===== src/rtl/rf_ctrl_pkg.sv =====
// -----------------------------------------------------------------------------
// rf_ctrl_pkg
// Shared constants and types for the register-file write-port control slice
// (rf_wb_arbiter and its scoreboard).
//   XLEN             : register write data width
//   NREG             : number of architectural registers
//   IDX_W            : register index width
//   STARVE_LIMIT_DEF : default starvation threshold for the long-latency source
//   STARVE_W         : starvation counter width (threshold range 1..15)
//   reg_idx_t        : register index type
// -----------------------------------------------------------------------------
package rf_ctrl_pkg;

    localparam int XLEN             = 32;
    localparam int NREG             = 32;
    localparam int IDX_W            = $clog2(NREG);
    localparam int STARVE_LIMIT_DEF = 4;
    localparam int STARVE_W         = 4;

    typedef logic [IDX_W-1:0] reg_idx_t;

endpackage : rf_ctrl_pkg


===== src/rtl/rf_scoreboard.sv =====
// -----------------------------------------------------------------------------
// rf_scoreboard
// One busy bit per architectural register, marking registers whose value is
// still owed by the long-latency unit. Register 0 never becomes busy.
// Ports:
//   clk, rst                 : clock, synchronous active-high reset
//   set_en, set_idx          : reserve a register at the next posedge
//   clr_en, clr_idx          : release a register at the next posedge
//   look{1,2,3}_idx / _busy  : combinational lookups (decode hazard check)
//   busy_vec                 : current busy bits (issue-side check)
//   busy_cnt                 : registered population count of busy bits
// -----------------------------------------------------------------------------
module rf_scoreboard
    import rf_ctrl_pkg::*;
#(
    parameter int NREG = rf_ctrl_pkg::NREG
) (
    input  logic                     clk,
    input  logic                     rst,
    input  logic                     set_en,
    input  reg_idx_t                 set_idx,
    input  logic                     clr_en,
    input  reg_idx_t                 clr_idx,
    input  reg_idx_t                 look1_idx,
    input  reg_idx_t                 look2_idx,
    input  reg_idx_t                 look3_idx,
    output logic                     look1_busy,
    output logic                     look2_busy,
    output logic                     look3_busy,
    output logic [NREG-1:0]          busy_vec,
    output logic [$clog2(NREG)-1:0]  busy_cnt
);

    localparam int CNT_W = $clog2(NREG);

    logic [NREG-1:0]  busy_reg;
    logic [NREG-1:0]  busy_next;
    logic [CNT_W-1:0] cnt_reg;
    logic [CNT_W-1:0] cnt_next;

    // x0 is never reserved.
    assign busy_next[0] = 1'b0;

    // Set wins over clear for the same bit, but that cannot happen in
    // practice: a set needs the bit idle, a legal clear needs it busy.
    genvar gi;
    generate
        for (gi = 1; gi < NREG; gi++) begin : g_bit
            assign busy_next[gi] = (set_en && (set_idx == reg_idx_t'(gi)))
                                 || (busy_reg[gi] && !(clr_en && (clr_idx == reg_idx_t'(gi))));
        end
    endgenerate

    // Count is computed from the next-state so it lands in the same cycle
    // as the busy bits it describes.
    always_comb begin
        cnt_next = '0;
        for (int i = 0; i < NREG; i++) begin
            cnt_next = cnt_next + CNT_W'(busy_next[i]);
        end
    end

    always_ff @(posedge clk) begin
        if (rst) begin
            busy_reg <= '0;
            cnt_reg  <= '0;
        end else begin
            busy_reg <= busy_next;
            cnt_reg  <= cnt_next;
        end
    end

    assign look1_busy = busy_reg[look1_idx];
    assign look2_busy = busy_reg[look2_idx];
    assign look3_busy = busy_reg[look3_idx];
    assign busy_vec   = busy_reg;
    assign busy_cnt   = cnt_reg;

endmodule : rf_scoreboard


===== src/rtl/rf_wb_arbiter.sv =====
// -----------------------------------------------------------------------------
// rf_wb_arbiter
// Owns the register-file write port and shares it between the in-order
// pipeline writeback (priority) and a long-latency result source. Tracks
// outstanding long-latency destinations for decode hazard stalls and asks
// the pipeline for bubbles when the long-latency source is starved.
// Ports:
//   clk, rst                          : clock, synchronous active-high reset
//   pipe_we/pipe_rd/pipe_data         : pipeline writeback
//   pipe_hold                         : registered bubble request to pipeline
//   lat_valid/lat_rd/lat_data         : long-latency result (valid/ready)
//   lat_ready                         : long-latency result accepted
//   iss_valid/iss_rd, iss_ready       : long-latency issue reservation
//   dec_rs1/dec_rs2/dec_rd            : decode operands for hazard check
//   hazard_stall                      : decode must stall
//   rf_we/rf_rd/rf_wdata              : register file write port
//   busy_cnt                          : number of outstanding reservations
// -----------------------------------------------------------------------------
module rf_wb_arbiter
    import rf_ctrl_pkg::*;
#(
    parameter int XLEN         = rf_ctrl_pkg::XLEN,
    parameter int NREG         = rf_ctrl_pkg::NREG,
    parameter int STARVE_LIMIT = rf_ctrl_pkg::STARVE_LIMIT_DEF
) (
    input  logic                    clk,
    input  logic                    rst,
    input  logic                    pipe_we,
    input  reg_idx_t                pipe_rd,
    input  logic [XLEN-1:0]         pipe_data,
    output logic                    pipe_hold,
    input  logic                    lat_valid,
    input  reg_idx_t                lat_rd,
    input  logic [XLEN-1:0]         lat_data,
    output logic                    lat_ready,
    input  logic                    iss_valid,
    input  reg_idx_t                iss_rd,
    output logic                    iss_ready,
    input  reg_idx_t                dec_rs1,
    input  reg_idx_t                dec_rs2,
    input  reg_idx_t                dec_rd,
    output logic                    hazard_stall,
    output logic                    rf_we,
    output reg_idx_t                rf_rd,
    output logic [XLEN-1:0]         rf_wdata,
    output logic [$clog2(NREG)-1:0] busy_cnt
);

    localparam logic [STARVE_W-1:0] LIMIT = STARVE_W'(STARVE_LIMIT);

    logic                rs1_busy;
    logic                rs2_busy;
    logic                rd_busy;
    logic [NREG-1:0]     busy_vec;
    logic                lat_hs;
    logic                iss_set;
    logic [STARVE_W-1:0] starve_reg;
    logic [STARVE_W-1:0] starve_next;
    logic                pipe_hold_reg;

    // ---------------- write-port arbitration (pipeline first) ----------------
    always_comb begin
        rf_we     = 1'b0;
        rf_rd     = '0;
        rf_wdata  = '0;
        lat_ready = 1'b0;
        if (!rst) begin
            if (pipe_we) begin
                rf_we    = 1'b1;
                rf_rd    = pipe_rd;
                rf_wdata = pipe_data;
            end else if (lat_valid) begin
                rf_we     = 1'b1;
                rf_rd     = lat_rd;
                rf_wdata  = lat_data;
                lat_ready = 1'b1;
            end
        end
    end

    assign lat_hs = lat_valid && lat_ready;

    // ---------------- scoreboard ----------------
    // Issue is checked against the registered busy bits only, so a register
    // being released this cycle still refuses a new reservation.
    assign iss_ready = !rst && !busy_vec[iss_rd];
    assign iss_set   = iss_valid && iss_ready && (iss_rd != '0);

    rf_scoreboard #(
        .NREG (NREG)
    ) u_scoreboard (
        .clk        (clk),
        .rst        (rst),
        .set_en     (iss_set),
        .set_idx    (iss_rd),
        .clr_en     (lat_hs),
        .clr_idx    (lat_rd),
        .look1_idx  (dec_rs1),
        .look2_idx  (dec_rs2),
        .look3_idx  (dec_rd),
        .look1_busy (rs1_busy),
        .look2_busy (rs2_busy),
        .look3_busy (rd_busy),
        .busy_vec   (busy_vec),
        .busy_cnt   (busy_cnt)
    );

    assign hazard_stall = !rst && (rs1_busy || rs2_busy || rd_busy);

    // ---------------- starvation tracking ----------------
    // Counts consecutive cycles a long-latency result waits; any cycle
    // without a waiting result (idle or accepted) restarts the count.
    always_comb begin
        starve_next = '0;
        if (lat_valid && !lat_ready) begin
            starve_next = (starve_reg == LIMIT) ? starve_reg : starve_reg + 1'b1;
        end
    end

    // Hold follows the saturated counter, so it drops at the same edge the
    // handshake resets the count.
    always_ff @(posedge clk) begin
        if (rst) begin
            starve_reg    <= '0;
            pipe_hold_reg <= 1'b0;
        end else begin
            starve_reg    <= starve_next;
            pipe_hold_reg <= (starve_next == LIMIT);
        end
    end

    assign pipe_hold = pipe_hold_reg;

    // A returned result must correspond to an outstanding reservation.
    a_lat_rd_reserved : assert property (
        @(posedge clk) disable iff (rst) lat_hs |-> busy_vec[lat_rd]
    );

endmodule : rf_wb_arbiter


===== config.mk =====
export PLATFORM = sky130hd
export DESIGN_NAME = rf_wb_arbiter
export DESIGN_NICKNAME = d
export VERILOG_FILES = /design/src/rtl/rf_ctrl_pkg.sv /design/src/rtl/rf_scoreboard.sv /design/src/rtl/rf_wb_arbiter.sv
export SDC_FILE = /design/constraint.sdc
export NUM_CORES = 1
export LEC_CHECK = 0
export CAP_MARGIN = 20
export CORE_ASPECT_RATIO = 0.9
export CORE_MARGIN = 10
export CORE_UTILIZATION = 45
export CTS_BUF_LIST = sky130_fd_sc_hd__clkbuf_8
export CTS_CLUSTER_DIAMETER = 120
export DETAILED_ROUTE_END_ITERATION = 10
export MAX_ROUTING_LAYER = met4
export PLACE_DENSITY = 0.9
export SETUP_SLACK_MARGIN = 0.5
export SLEW_MARGIN = 20
export SYNTH_ARGS = -nofsm -noshare
export SYNTH_HDL_FRONTEND = slang
export SYNTH_SLANG_ARGS = --single-unit

===== constraint.sdc =====
create_clock -name clk -period 15.82 [get_ports clk]
set_input_delay 3.164 -clock clk [delete_from_list [all_inputs] [get_ports clk]]
set_output_delay 3.164 -clock clk [all_outputs]
set_load 0.01 [all_outputs]

==> results.toml <==
[clock_network]
h-tree-depth = 2
postCtsHoldBufs = 0
cts_tree = "yes"
clkTransAtPathRegs_ps = 80
cts_buffers = 5
postCtsSetupRepairBufs = 0
clk_latency_ps = 300
cts_buffer_depth = 2
root_buffer = "clkbuf_8"
cts.sinks = 41
post_cts_resized = 0

[global_routing]
gr-total-overflow = 0
grt_usage_pct = 22.60
grt_pass1_vias = 3918
grt_max_degree = 45
antenna_found_initial = 0
grt_pass1_wl_microns = 22510

[worst_setup_path]
crit_buf_inv = 2
worstSetupPathType = "in -> reg"
r2r_slack_ps = 9660
startpoint = "iss_rd[1]"
worst_path_max_delay_cell = "clkdlybuf4s50_1"
max_stage_delay_ps = 830
r2r_cells = 16
worst_path_most_repeated_cell = "fa_1"
crit_fanout = 12
crit_chain = "clkdlybuf4s50_1 -> mux4_2 -> nor3b_1 -> a22oi_1 -> fa_1 -> fa_1 -> fa_1 -> fa_1 -> fa_1 -> fa_1 -> inv_1 -> ha_1 -> fa_1 -> a21o_1 -> a21oi_1 -> xor2_1 -> nor2_1"
crit_path_end = "u_scoreboard.busy_cnt[4]"
path_delay_family = "adder cells"
crit_cells = 17
cp-end-kind = "register"
r2r_end = "u_scoreboard.busy_cnt[4]"
r2r-start = "u_scoreboard.busy_vec[31]"
crit_required_ps = 16000
critPathLaunchType = "input port"
cp_data_arrival_time_ps = 9740

[floorplanning]
die_h_microns = 108.3
row_count = 32
die_w_microns = 118.1
die_area_sq_mm = 0.01280
io_pins = 146
coreArea_sq_mm = 0.008528
initial_core_util_pct = 45.75

[outcome]
status = "completed"

[routing]
drc_errors = 0
drt_iter0_drc = 433
via_per_inst = 5.805
antenna_left = 0
dr.pass1.iters = 6
wire_per_inst_microns = 22.08
wl_microns = 14150
num_vias = 3721

[placement]
hpwlAfterDp_microns = 11590
port_buffers = 145
dp_slack_ps = 6005
dpl_cell_area_sq_mm = 0.005379
gp_congestion = 1.029
placedCellCount = 633

[synthesis]
ys_seq_area_share_pct = 21.04
ys_types = 46
async_flop_share_pct = 0
syn-num-nets = 529
synthFlopType = "dfxtp_1"
synth_edf_count = 0
yosysWarningCount = 0
synthesis.area_sq_mm = 0.003901
synth_top_cell_area_share_pct = 21.04
synth_cells = 396
ys_seq_elements = 41
avgSynthCellArea_sq_um = 9.852
synth_top_area_cell = "dfxtp_1"
synthTopCellsByArea = "dfxtp_1 21%, mux4_2 16%, fa_1 12%"

[final_layout]
fin_nets = 654
largest_reg_flops = 31
drive_gt1_share_pct = 9.770
fillers = 711
fin_cells = 641
area_growth_syn_to_layout_pct = 40.09
final_area_sq_mm = 0.005465
multiInputGateArea_sq_mm = 0.002841
antennaDiodeCount = 0
final_util_pct = 64.08
ff_latch_area_sq_um = 820.8

[power]
p_per_area_mw_per_mm2 = 47.51
leakage_nw = 2.100
vdd_ir_drop_max_v = 0.00003238
power.total_mw = 0.2597

[sta]
hold_ws_ps = 621.3
setup_ws_ps = 6257
finalMaxSlewViolations = 0
finalCritPeriodShare_pct = 60.45
tns_ps = 0
min_period_ps = 9563
tightestPinTransition_ps = 851.5
rsz0062_at_grt = "false"
relSlewSlack_pct = 43.08
skew_ps = 9.451
finalSetupViolCount = 0
maxClockFrequency_ghz = 0.1046
hold_viol = 0

[hold_path]
worstHoldStart = "starve_reg[2]"
hp-class = "reg -> reg"

[flow_run]
cap_violations = 0
cell usage in the layout, fill, tap and decap left out, drive strengths merged, types with 5 or more instances in the layout:
master	count
mux4	31
ha	11
fa	23
dfxtp	41
nand2	39
a22o	42
nor3	6
a22oi	25
mux2i	6
clkdlybuf4s50	145
clkbuf	5
inv	27
nor2	42
nor2b	14
a21oi	6
worst min-delay path by stage:
| stage | endpoint | depth (start not counted) |
|---|---|---|
| floorplan | u_scoreboard.busy_vec[7] | 2 |
| global placement | starve_reg[2] | 2 |
| detailed placement | starve_reg[2] | 2 |
| CTS | starve_reg[2] | 2 |
| global route | starve_reg[2] | 2 |
| finish | starve_reg[2] | 2 |
layout make-up:
class | count | share of cell area [%]
inverters | 27 | 1.854
repair buffers | 147 | 26.83
flip-flops and latches | 41 | 15.02
clock inverters | 3 | 0.3205
multi-input cells | 299 | 51.99
clock buffers | 5 | 1.259
well taps | 119 | 2.724
logic make-up (layout without fill, tap and decap cells):
| group | count (synthesis) | after routing | share of synthesized area (%) |
|---|---|---|---|
| DFF | 41 | 41 | 21.04 |
| AOI/OAI and AO/OA | 84 | 84 | 17.06 |
| buffers and inverters | 56 | 182 | 6.190 |
| and+or+nand+nor | 134 | 134 | 18.06 |
| muxes | 41 | 41 | 20.97 |
| xor gates and xnor gates | 6 | 6 | 1.347 |
| adders and majority gates | 34 | 34 | 15.33 |
tightest hold or removal path, cell delays in order (launching register included):
cell and delay, ps:
dfxtp_1 370, xnor2_1 140, a21oi_1 70
synthesized netlist by cell type, types with 2 or more instances:
cell type   n
o21ai_0     3
nand2_1    39
a22oi_1    25
nor2b_1    14
a21o_1      2
nor3_1      6
and3b_1     2
mux2_2      4
a21oi_1     6
and3_1      3
mux4_2     27
buf_1       4
ha_1       11
nor4b_2     4
a22o_1     42
mux2i_1     6
xnor2_1     4
buf_6       3
a2111oi_0   2
nor3b_1     4
mux4_1      4
nor4_1      2
nand4_1     2
inv_1      26
fa_1       23
nand3_1     3
nor2_1     41
nand4b_1    3
buf_2       4
nand2b_1    3
xor2_1      2
and4bb_2    2
dfxtp_1    41
clkbuf_1   17
where the power goes:
group | internal (mW) | leakage, nW | switching, mW | total [mW]
combinational | 0.0489 | 1.73 | 0.0359 | 0.0848
sequential | 0.105 | 0.331 | 0.00121 | 0.106
clock | 0.0305 | 0.0439 | 0.0387 | 0.0691
metal layers:
| metal | GRT usage, % | up-vias | share of wire [%] |
|---|---|---|---|
| met5 | - | - | 0 |
| met4 | 4.850 | 0 | 1.6 |
| met1 | 27.70 | 1791 | 40 |
| met3 | 4.169 | 24 | 6.5 |
| li1 | - | 1717 | - |
| met2 | 38.27 | 189 | 52 |
(Power assumes the default switching activity.)
